[src/rtl/uop_issue_controller_if.sv]
// Handshake bundle between fetch/decode/datapath and the uop issue controller.
// CNT_W must match the controller's CNT_W.
interface uop_issue_controller_if #(
    parameter int CNT_W = 32
);
    logic             instr_valid;
    logic             instr_ready;
    logic [5:0]       mapped_addr;
    logic             branch_taken;
    logic             mem_req;
    logic             mem_ack;
    logic             mul_start;
    logic             mul_done;
    logic [5:0]       uop_addr;
    logic             reg_we;
    logic             pc_redirect;
    logic             retire;
    logic             trap;
    logic [1:0]       trap_cause;
    logic [CNT_W-1:0] retire_count;

    modport master (
        output instr_valid, mapped_addr, branch_taken, mem_ack, mul_done,
        input  instr_ready, mem_req, mul_start, uop_addr, reg_we,
               pc_redirect, retire, trap, trap_cause, retire_count
    );

    modport slave (
        input  instr_valid, mapped_addr, branch_taken, mem_ack, mul_done,
        output instr_ready, mem_req, mul_start, uop_addr, reg_we,
               pc_redirect, retire, trap, trap_cause, retire_count
    );
endinterface

[src/rtl/uop_issue_controller.sv]
// Multi-cycle issue/sequencing FSM for the microcoded RV32 core: walks one
// instruction at a time through EXEC/MEM/MULW/WB and raises traps.
module uop_issue_controller #(
    parameter int MUL_TIMEOUT = 32,
    parameter int CNT_W       = 32
) (
    input  logic                    clk,
    input  logic                    reset,
    uop_issue_controller_if.slave   bus
);
    localparam int TO_W = $clog2(MUL_TIMEOUT);

    typedef enum logic [2:0] {
        S_IDLE, S_EXEC, S_MEM, S_MULW, S_WB, S_TRAP
    } state_e;

    typedef enum logic [2:0] {
        C_NOP, C_ALU, C_LOAD, C_STORE, C_BRANCH, C_JUMP, C_MUL, C_ILL
    } cls_e;

    function automatic cls_e classify(input logic [5:0] a);
        if (a == 6'd0)       return C_NOP;
        else if (a == 6'd11) return C_LOAD;
        else if (a == 6'd12) return C_STORE;
        else if (a == 6'd13) return C_BRANCH;
        else if (a <= 6'd24) return C_ALU;
        else if (a <= 6'd26) return C_JUMP;
        else if (a <= 6'd29) return C_MUL;
        else                 return C_ILL;
    endfunction

    state_e           state_q, state_d;
    logic [5:0]       uop_addr_q;
    logic [1:0]       trap_cause_q;
    logic [CNT_W-1:0] retire_count_q;
    logic [TO_W-1:0]  to_cnt_q;
    logic             taken_q, taken_d;
    logic             instr_ready_q, mem_req_q, mul_start_q;
    logic             reg_we_q, pc_redirect_q, retire_q, trap_q;

    cls_e cls_acc, cls_q;
    logic accept, to_expire;

    always_comb begin
        cls_acc   = classify(bus.mapped_addr);
        cls_q     = classify(uop_addr_q);
        accept    = (state_q == S_IDLE) && bus.instr_valid;
        to_expire = (to_cnt_q == TO_W'(MUL_TIMEOUT - 1));
        state_d   = state_q;
        taken_d   = taken_q;
        case (state_q)
            S_IDLE: if (bus.instr_valid) begin
                if (cls_acc == C_ILL)      state_d = S_TRAP;
                else if (cls_acc == C_MUL) state_d = S_MULW;
                else                       state_d = S_EXEC;
            end
            S_EXEC: begin
                if (cls_q == C_BRANCH) taken_d = bus.branch_taken;
                state_d = (cls_q == C_LOAD || cls_q == C_STORE) ? S_MEM : S_WB;
            end
            S_MEM:  if (bus.mem_ack) state_d = S_WB;
            // A result arriving on the last allowed cycle still beats the timeout.
            S_MULW: begin
                if (bus.mul_done)   state_d = S_WB;
                else if (to_expire) state_d = S_TRAP;
            end
            S_WB, S_TRAP: state_d = S_IDLE;
            default:      state_d = S_IDLE;
        endcase
    end

    // Strobes are registered from the next state so they line up with it.
    always_ff @(posedge clk or negedge reset) begin
        if (!reset) begin
            state_q        <= S_IDLE;
            uop_addr_q     <= '0;
            trap_cause_q   <= '0;
            retire_count_q <= '0;
            to_cnt_q       <= '0;
            taken_q        <= 1'b0;
            instr_ready_q  <= 1'b1;
            mem_req_q      <= 1'b0;
            mul_start_q    <= 1'b0;
            reg_we_q       <= 1'b0;
            pc_redirect_q  <= 1'b0;
            retire_q       <= 1'b0;
            trap_q         <= 1'b0;
        end else begin
            state_q       <= state_d;
            taken_q       <= taken_d;
            instr_ready_q <= (state_d == S_IDLE);
            mem_req_q     <= (state_d == S_MEM);
            mul_start_q   <= (state_q == S_IDLE) && (state_d == S_MULW);
            retire_q      <= (state_d == S_WB);
            trap_q        <= (state_d == S_TRAP);
            reg_we_q      <= (state_d == S_WB) &&
                             (cls_q == C_ALU || cls_q == C_LOAD ||
                              cls_q == C_JUMP || cls_q == C_MUL);
            pc_redirect_q <= (state_d == S_WB) &&
                             (cls_q == C_JUMP || (cls_q == C_BRANCH && taken_d));
            if (accept) begin
                uop_addr_q   <= bus.mapped_addr;
                trap_cause_q <= (cls_acc == C_ILL) ? 2'd1 : 2'd0;
                to_cnt_q     <= '0;
            end
            if (state_q == S_MULW) begin
                to_cnt_q <= to_cnt_q + TO_W'(1);
                if (!bus.mul_done && to_expire) trap_cause_q <= 2'd2;
            end
            if (state_q == S_WB) retire_count_q <= retire_count_q + CNT_W'(1);
        end
    end

    assign bus.instr_ready  = instr_ready_q;
    assign bus.mem_req      = mem_req_q;
    assign bus.mul_start    = mul_start_q;
    assign bus.uop_addr     = uop_addr_q;
    assign bus.reg_we       = reg_we_q;
    assign bus.pc_redirect  = pc_redirect_q;
    assign bus.retire       = retire_q;
    assign bus.trap         = trap_q;
    assign bus.trap_cause   = trap_cause_q;
    assign bus.retire_count = retire_count_q;
endmodule
[src/flat_wrapper.sv]
// flat-port wrapper written by rule: the top's interface ports become plain ports
module uop_issue_controller_flat 
#(
    parameter int MUL_TIMEOUT = 32,
    parameter int CNT_W       = 32
)
  (clk, reset, bus_instr_valid, bus_mapped_addr, bus_branch_taken, bus_mem_ack, bus_mul_done, bus_instr_ready, bus_mem_req, bus_mul_start, bus_uop_addr, bus_reg_we, bus_pc_redirect, bus_retire, bus_trap, bus_trap_cause, bus_retire_count);
  uop_issue_controller_if #(.CNT_W(CNT_W)) bus_i ();
  input  logic clk;
  input  logic reset;
  input wire logic [$bits(bus_i.instr_valid)-1:0] bus_instr_valid;
  input wire logic [$bits(bus_i.mapped_addr)-1:0] bus_mapped_addr;
  input wire logic [$bits(bus_i.branch_taken)-1:0] bus_branch_taken;
  input wire logic [$bits(bus_i.mem_ack)-1:0] bus_mem_ack;
  input wire logic [$bits(bus_i.mul_done)-1:0] bus_mul_done;
  output wire logic [$bits(bus_i.instr_ready)-1:0] bus_instr_ready;
  output wire logic [$bits(bus_i.mem_req)-1:0] bus_mem_req;
  output wire logic [$bits(bus_i.mul_start)-1:0] bus_mul_start;
  output wire logic [$bits(bus_i.uop_addr)-1:0] bus_uop_addr;
  output wire logic [$bits(bus_i.reg_we)-1:0] bus_reg_we;
  output wire logic [$bits(bus_i.pc_redirect)-1:0] bus_pc_redirect;
  output wire logic [$bits(bus_i.retire)-1:0] bus_retire;
  output wire logic [$bits(bus_i.trap)-1:0] bus_trap;
  output wire logic [$bits(bus_i.trap_cause)-1:0] bus_trap_cause;
  output wire logic [$bits(bus_i.retire_count)-1:0] bus_retire_count;
  assign bus_i.instr_valid = bus_instr_valid;
  assign bus_i.mapped_addr = bus_mapped_addr;
  assign bus_i.branch_taken = bus_branch_taken;
  assign bus_i.mem_ack = bus_mem_ack;
  assign bus_i.mul_done = bus_mul_done;
  assign bus_instr_ready = bus_i.instr_ready;
  assign bus_mem_req = bus_i.mem_req;
  assign bus_mul_start = bus_i.mul_start;
  assign bus_uop_addr = bus_i.uop_addr;
  assign bus_reg_we = bus_i.reg_we;
  assign bus_pc_redirect = bus_i.pc_redirect;
  assign bus_retire = bus_i.retire;
  assign bus_trap = bus_i.trap;
  assign bus_trap_cause = bus_i.trap_cause;
  assign bus_retire_count = bus_i.retire_count;
  uop_issue_controller #(.MUL_TIMEOUT(MUL_TIMEOUT), .CNT_W(CNT_W)) u_core (.clk(clk), .reset(reset), .bus(bus_i));
endmodule
[config.mk]
export PLATFORM = sky130hd
export DESIGN_NAME = uop_issue_controller_flat
export DESIGN_NICKNAME = d
export VERILOG_FILES = /design/src/rtl/uop_issue_controller_if.sv /design/src/rtl/uop_issue_controller.sv /design/src/flat_wrapper.sv
export SDC_FILE = /design/constraint.sdc
export NUM_CORES = 1
export LEC_CHECK = 0
export BUFFER_PORTS_ARGS = -buffer_cell sky130_fd_sc_hd__buf_2
export CORE_MARGIN = 4
export CORE_UTILIZATION = 54
export CTS_CLUSTER_DIAMETER = 40
export CTS_CLUSTER_SIZE = 10
export DETAILED_ROUTE_END_ITERATION = 10
export MAX_ROUTING_LAYER = met4
export PLACE_DENSITY = 0.79
export SKIP_CTS_REPAIR_TIMING = 1
export SYNTH_ARGS = -nofsm -noshare
export SYNTH_HDL_FRONTEND = slang
export SYNTH_SLANG_ARGS = --single-unit
[constraint.sdc]
create_clock -name clk -period 2.8 [get_ports clk]
set_clock_uncertainty 0.05 [all_clocks]
set_input_delay 0.56 -clock clk [delete_from_list [all_inputs] [get_ports clk]]
set_output_delay 0.56 -clock clk [all_outputs]
set_load 0.005 [all_outputs]
Yosys cells after proc, flatten, opt, wreduce, memory -nomap -nowiden
Index checks and enable logic that the tools add are counted. W data, S select, Z words.

Register bits after elaboration: 56. Input bits: 12. Output and inout bits: 47. Word-level logic and storage cells: 91.

Add/subtract/negate cells: 2. Order comparisons: 6. Equal/unequal tests: 23. Muxes and demuxes: 30. Reductions and logical operators: 17.

Operators by type and width (count): $mux W3 (18); $eq A6 B4 Y1 const B (6); $le A6 B5 Y1 const B (6); $add A32 B1 Y32 const B (1); $eq A3 B3 Y1 const B (8); $eq A3 B2 Y1 const B (6); $logic_not A6 Y1 (2); $pmux W3 S4 (1); $mux W5 (2); $mux W2 (4); $eq A3 B1 Y1 const B (2); $logic_and A1 B1 Y1 (6); $logic_not A3 Y1 (2); $add A5 B1 Y5 const B (1); $eq A5 B5 Y1 const B (1); $logic_or A1 B1 Y1 (5); $mux W1 (5); $reduce_bool A2 Y1 (1); $logic_not A1 Y1 (1).

Logic depth before layout (Yosys ltp)
Gate-level depths: netlist of the first run.

Depth in word-level cells: 15. Mapped depth: 12.

Least setup slack after synthesis of the first run
No wires, ideal clock.

Path type: reg2reg. From: register u_core.uop_addr_q[1], in the netlist u_core.bus.uop_addr[1]. To: register u_core.pc_redirect_q, in the netlist u_core.bus.pc_redirect. Library setup time: 137 ps. Arrival: 2279 ps. Data required time: 2613 ps. Setup slack: 333 ps. Stages on the path, launching flop included: 12. Period minus slack after synthesis: 2467 ps. Cell sequence: dfrtp_1 -> or2_2 -> nor4_1 -> a21oi_1 -> or2_2 -> inv_1 -> ha_1 -> nor2_1 -> nor3_1 -> nand2_1 -> a211oi_2 -> nor3_1.

Cells in the longest elaborated chain, start to end: 14.

RTL lines: start, declared (line uop_issue_controller.sv:33) `logic [5:0] uop_addr_q;`; start signal, assigned (line uop_issue_controller.sv:102) `uop_addr_q <= bus.mapped_addr;`; $le A6 B5 Y1 (line uop_issue_controller.sv:28) `else if (a <= 6'd29) return C_MUL;`; $mux W1 (line uop_issue_controller.sv:28); $mux W3 (line uop_issue_controller.sv:27) `else if (a <= 6'd26) return C_JUMP;`; $mux W3 (line uop_issue_controller.sv:26) `else if (a <= 6'd24) return C_ALU;`; $mux W3 (line uop_issue_controller.sv:25) `else if (a == 6'd13) return C_BRANCH;`; $mux W3 (line uop_issue_controller.sv:24) `else if (a == 6'd12) return C_STORE;`; $mux W3 (line uop_issue_controller.sv:23) `else if (a == 6'd11) return C_LOAD;`; $mux W3 (*) (line uop_issue_controller.sv:22) `if (a == 6'd0) return C_NOP;`; $eq A3 B2 Y1 or $eq A3 B3 Y1 (tied branches) (line uop_issue_controller.sv:59, uop_issue_controller.sv:58, uop_issue_controller.sv:100); $logic_or A1 B1 Y1 or $mux W1 (tied branches) (line uop_issue_controller.sv:59, uop_issue_controller.sv:58); $mux W3 or $mux W1 (tied branches) (line uop_issue_controller.sv:59, uop_issue_controller.sv:51); $pmux W3 S4 or $logic_and A1 B1 Y1 (tied branches) (line uop_issue_controller.sv:51, uop_issue_controller.sv:100); $eq A3 B3 Y1 or $logic_or A1 B1 Y1 (tied branches) (line uop_issue_controller.sv:99, uop_issue_controller.sv:100); $logic_and A1 B1 Y1 (*) (line uop_issue_controller.sv:99) `pc_redirect_q <= (state_d == S_WB) &&`; end signal, assigned (line uop_issue_controller.sv:99); end, declared (line uop_issue_controller.sv:39) `logic reg_we_q, pc_redirect_q, retire_q, trap_q;`.

Every way passes the cells marked *; elsewhere a longest branch is shown, timed or not. A chain may end at the register's enable or synchronous reset.

Final worst setup path of the first run
From: register u_core.uop_addr_q[1], in the netlist u_core.bus.uop_addr[1]. To: register u_core.instr_ready_q, in the netlist u_core.bus.instr_ready.

Cells in the longest elaborated chain, start to end: 13.

RTL lines: $le A6 B5 Y1 (line uop_issue_controller.sv:28); $mux W1 (line uop_issue_controller.sv:28); $mux W3 (line uop_issue_controller.sv:27); $mux W3 (line uop_issue_controller.sv:26); $mux W3 (line uop_issue_controller.sv:25); $mux W3 (line uop_issue_controller.sv:24); $mux W3 (line uop_issue_controller.sv:23); $mux W3 (*) (line uop_issue_controller.sv:22); $eq A3 B2 Y1 (line uop_issue_controller.sv:59) `state_d = (cls_q == C_LOAD || cls_q == C_STORE) ? S_MEM : S_WB;`; $logic_or A1 B1 Y1 (*) (line uop_issue_controller.sv:59); $mux W3 (*) (line uop_issue_controller.sv:59); $pmux W3 S4 (*) (line uop_issue_controller.sv:51) `case (state_q)`; named net u_core.state_d[2] (line uop_issue_controller.sv:32) `state_e state_q, state_d;`; $logic_not A3 Y1 (*) (line uop_issue_controller.sv:91) `instr_ready_q <= (state_d == S_IDLE);`; end signal, assigned (line uop_issue_controller.sv:91); end, declared (line uop_issue_controller.sv:38) `logic instr_ready_q, mem_req_q, mul_start_q;`.

Mark *: on every way through the listed nets, which the timed path passes. The rest lies on a longest branch.

==> results of run 1 <==
## cell usage after synthesis, types with 4 or more instances
master,number
nand4_1,5
nand3_1,14
xor2_1,16
nand2_1,22
nand3b_1,5
dfrtp_1,55
and3_1,4
inv_1,9
xnor2_1,16
nor2_1,26
nor3_1,4
o21ai_0,7
ha_1,7
a21o_1,4
mux2_2,8
## report_power, final
group	leakage [nW]	switching, mW	internal (mW)
registers	0.748	0.214	0.968
logic	0.886	0.414	0.395
clock network	0.0541	0.263	0.265
## cell usage in the layout, fill, tap and decap left out, drive strengths merged, types with 8 or more instances in the layout
cell type and instances:
buf 59, dfrtp 55, nor2 26, nand2 22, xor2 16, xnor2 16, nand3 16, inv 10
mux2 8, nand4 8
## final cells by class
cell class	count	area (um^2)	area share, %
flip-flops and latches	56	1400	43.3
multi-input cells	180	1290	39.9
repair buffers	59	310	9.59
well taps	67	83.8	2.59
clock buffers	5	68.8	2.13
clock inverters	3	42.5	1.31
inverters	10	37.5	1.16
## registers in the layout, indices dropped and copies added (netlist names)
| register | count |
|---|---|
| u_core.bus.trap_cause | 2 |
| u_core.bus.retire_count | 32 |
| u_core.bus.instr_ready | 1 |
| u_core.bus.mul_start | 1 |
| u_core.bus.mem_req | 1 |
| u_core.bus.uop_addr | 6 |
| u_core.bus.trap | 1 |
| u_core.to_cnt_q | 5 |
| u_core.state_q | 3 |
| u_core.taken_q | 1 |
| u_core.bus.retire | 1 |
| u_core.bus.reg_we | 1 |
| u_core.bus.pc_redirect | 1 |
## critical path, stage by stage (launching register included)
cell and delay, ns:
dfrtp_1 0.46, or2_2 0.33, nor4_1 0.18, a21oi_1 0.06
or2_2 0.31, inv_1 0.09, ha_1 0.14, nor2_1 0.04
nor3_2 0.22, nand2_1 0.13, a211oi_4 0.35, inv_2 0.06
nor2_1 0.11
## logic make-up after synthesis
group | after synthesis | share of synthesized area [%]
and+or+nand+nor | 108 | 23.7
DFF | 56 | 51.1
xor gates and xnor gates | 32 | 10.2
AOI/OAI and AO/OA | 25 | 6.20
buffers and inverters | 13 | 2.24
muxes | 8 | 3.28
adders and majority gates | 7 | 3.19
## worst max path at each step
| stage | end | depth (start not counted) |
|---|---|---|
| after floorplan | u_core.bus.pc_redirect | 11 |
| after global placement | u_core.bus.pc_redirect | 11 |
| after detailed placement | u_core.bus.instr_ready | 12 |
| after CTS | u_core.bus.instr_ready | 12 |
| after global routing | u_core.bus.instr_ready | 12 |
| final | u_core.bus.instr_ready | 12 |
## layer usage
layer	up-vias	part of all wire, %
met1	970	44
met5	-	0
met3	6	4.9
met4	0	1.3
li1	988	-
met2	41	50
==> impl_metrics.ini, run 1 <==
[min_path]
worstHoldPathType = in -> async

[timing]
tns_ns = 0
min_period_ns = 2.58
setup_viol = 0
grt_setup_unrepaired = false
post-route-period-util_pct = 92.2
slew_violations = 0
worst_hold_slack_ns = 0.174
max_freq_ghz = 0.387
worst_pin_slew_ns = 0.792
post-route-worst-setup-slack_ns = 0.217
relSlewSlack_pct = 47.0
finalHoldViolations = 0

[layout]
stdcell_area_um2 = 3240
syn2layout_area_growth_pct = 18.0
n_fill_cell = 385
post-route-util_pct = 67.2
fin_cells = 380
layout-drive-gt1-share_pct = 30.0
n_antenna_cell = 0
nets = 331

[placement]
post-dp-hpwl_um = 3900
gp_congestion = 0.794
io_buffers = 58
dp.cells = 372
detailed_place.area_um2 = 3110
dp_slack_ns = 0.123

[global_routing]
overflow = 0
track_usage_pct = 19.1
use_met2_pct = 30.6
grtUsageMet1_pct = 23.8
grt_max_degree = 57
antenna_found_initial = 0
grt_pass1_wl_um = 9120
grtUsageMet3_pct = 4.76
grt.busiest_layer = met2
grt_pass1_vias = 1972

[critical_path]
crit_path_start = u_core.bus.uop_addr[1]
worst_setup_path_end_kind = flip-flop
cp_max_fo = 7
start_kind = flip-flop
path_class = reg -> reg
required_ns = 3.01
worstPathArrival_ns = 2.79
r2r_start = u_core.bus.uop_addr[1]
r2r-end = u_core.bus.instr_ready
ff2ff_setup_slack_ns = 0.22
reg2reg_depth = 12

[run_status]
status = complete, no violations

[floorplan]
die_w_um = 79.3
die-area_um2 = 6280
coreArea_um2 = 4820
io_pins = 59
start_util_pct = 56.9
num_rows = 25
die_h_um = 79.3

[synthesis]
postSynth.asyncResetShare_pct = 100
avgSynthCellArea_um2 = 11.0
synth.area.top_cells = dfrtp_1 50%, xnor2_1 5.1%, xor2_1 5.1%
synthFlopType = dfrtp_1
synth_area_um2 = 2740
synth-edff-count = 0
synth_top_area_share_pct = 50.2
syn-num-nets = 268
ys_types = 42
synth_warnings = 0
ys_ff_latch = 56
synth_top_area_cell = dfrtp_1
ys_seq_area_share_pct = 51.1
synth_cells = 249

[clock_tree]
cts_root_buffer = clkbuf_8
clk_pin_slew_ns = 0.10
numCtsBuffers = 5
insertion_delay_ns = 0.31
cts_buffer_depth = 2
htree_levels = 2
clock_sinks = 56
cts_tree = yes

[routing]
vias_per_cell = 5.28
vias = 2005
ant_nets = 0
wl_per_cell_um = 13.6
routed_wl_um = 5160
dr.pass1.iters = 4
drc = 0
drt_iter0_markers = 92

[power_and_ir_drop]
irDropWorstVdd_v = 0.000602
power_leakage_nw = 1.69
powerDensity_nw_per_um2 = 778
p_total_mw = 2.52

[run]
cap_violations = 0
Note: power is estimated with default switching activity, not from simulation.
==> run 2, diff against run 1 <==
CORE_UTILIZATION = 31   (was 54)
PLACE_DENSITY = unset   (was 0.79)
clock period = 2.61 ns   (was 2.8 ns; I/O delays follow)
==> impl_metrics.ini, run 2 (synthesis results as in run 1) <==
[placement]
gp_congestion = 0.797
dp.cells = 418
detailed_place.area_um2 = 3200
io_buffers = 58
post-dp-hpwl_um = 4130

[layout]
final_common_cell = buf_2
post-route-util_pct = 38.2
stdcell_area_um2 = 3320
fin_cells = 426
layout_common_cells = 58 x buf_2, 54 x dfrtp_1, 26 x nor2_1
syn2layout_area_growth_pct = 20.9
nets = 336
layout-drive-gt1-share_pct = 31.8
largest_reg_flops = 32
n_antenna_cell = 0

[routing]
drt_iter0_markers = 68
met2WireLength_um = 2420
wl_per_cell_um = 12.7
dr.pass1.iters = 4
drc = 0
wl_met3_um = 287
met1_length_um = 2650
ant_nets = 0
vias_per_cell = 4.65
routed_wl_um = 5430
highest_layer = met4
vias = 1981

[clock_tree]
cts_buffer_depth = 2
insertion_delay_ns = 0.32
cts_tree = yes
clk_pin_slew_ns = 0.12
htree_levels = 2
numCtsBuffers = 5
clock_sinks = 56
cts_root_buffer = clkbuf_8

[run_status]
status = complete, no violations

[floorplan]
num_rows = 34
coreArea_um2 = 8680
start_util_pct = 31.6
die-area_um2 = 10400
die_w_um = 102
io_pins = 59
die_h_um = 102

[critical_path]
worstPathArrival_ns = 2.56
path_class = reg -> reg
required_ns = 2.80
worst_setup_path_end_kind = flip-flop
start_kind = flip-flop
max_stage_delay_ns = 0.38
worst-path-buf-inv = 2
cp_max_fo = 5
path_cells = or2_2, nor4_2, a21oi_1, or2_2, inv_1, ha_1, nor2_1, nor3_2, nand2_1, a211oi_4, inv_2, nor2_1
slowest_stage = dfrtp_1
crit_family = simple AND/OR/NAND/NOR gates

[timing]
worst_pin_slew_ns = 0.707
post-route-period-util_pct = 90.8
min_period_ns = 2.37
relSlewSlack_pct = 52.8
grt_setup_unrepaired = false
max_freq_ghz = 0.422
setup_viol = 0
slew_violations = 0
finalHoldViolations = 0
tns_ns = 0

[global_routing]
grt_max_degree = 32
track_usage_pct = 11.3
overflow = 0
antenna_found_initial = 0
grt_pass1_wl_um = 9180
grt_pass1_vias = 1885

[power_and_ir_drop]
irDropWorstVdd_v = 0.000404
p_total_mw = 2.70
powerDensity_nw_per_um2 = 814
power_leakage_nw = 1.71

[run]
cap_violations = 0

[min_path]
worstHoldPathType = in -> async
-- run 2: cell count changes in the layout (fill, tap and decap cells not counted), sizes merged --
cell,before,now
clkinv,1,2
clkinvlp,1,0
buf,59,64
inv,10,11
bufinv,1,0
-- run 2: worst paths after layout --
| kind | start | endpoint | slack, ns | cells past startpoint |
|---|---|---|---|---|
| hold / removal | reset | u_core.bus.retire_count[29] | 0.15 | 1 |
| max in group asynchronous | reset | u_core.bus.instr_ready | 1.70 | 2 |
| min in group clk | bus_branch_taken | u_core.taken_q | 0.41 | 2 |
| setup reg to reg | u_core.bus.uop_addr[1] | u_core.bus.instr_ready | 0.24 | 12 |
| hold reg to reg | u_core.bus.retire_count[31] | u_core.bus.retire_count[31] | 0.42 | 1 |
| setup / recovery | u_core.bus.uop_addr[1] | u_core.bus.instr_ready | 0.24 | 12 |
-- run 2: power breakdown --
group	switching (mW)	internal, mW	total (mW)
Sequential	0.210	1.04	1.25
Clock	0.299	0.196	0.496
Combinational	0.469	0.485	0.954
Total	0.979	1.72	2.70
-- run 2: metrics by stage --
step           hold WS (ns)  setup WS [ns]
4_1_cts               0.158        -0.0173
3_5_place_dp          0.406         0.0181
6_report              0.152          0.241
5_1_grt               0.185         0.0475
3_3_place_gp          0.401          0.149
2_1_floorplan         0.176          0.143
-- run 2: routing by layer --
metal  vias to the layer above  track usage, %
met5                         -               -
met4                         0            2.72
met3                         6            2.46
met2                        40            17.2
met1                       937            15.5
li1                        998               -
-- run 2: area by class of cell --
cell class	instances	area, um^2
timing repair buffer	64	348
inverter	10	37.5
clock buffer	5	68.8
multi-input combinational	180	1300
tap	108	135
clock inverter	3	26.3
fill	884	5360
sequential	56	1400
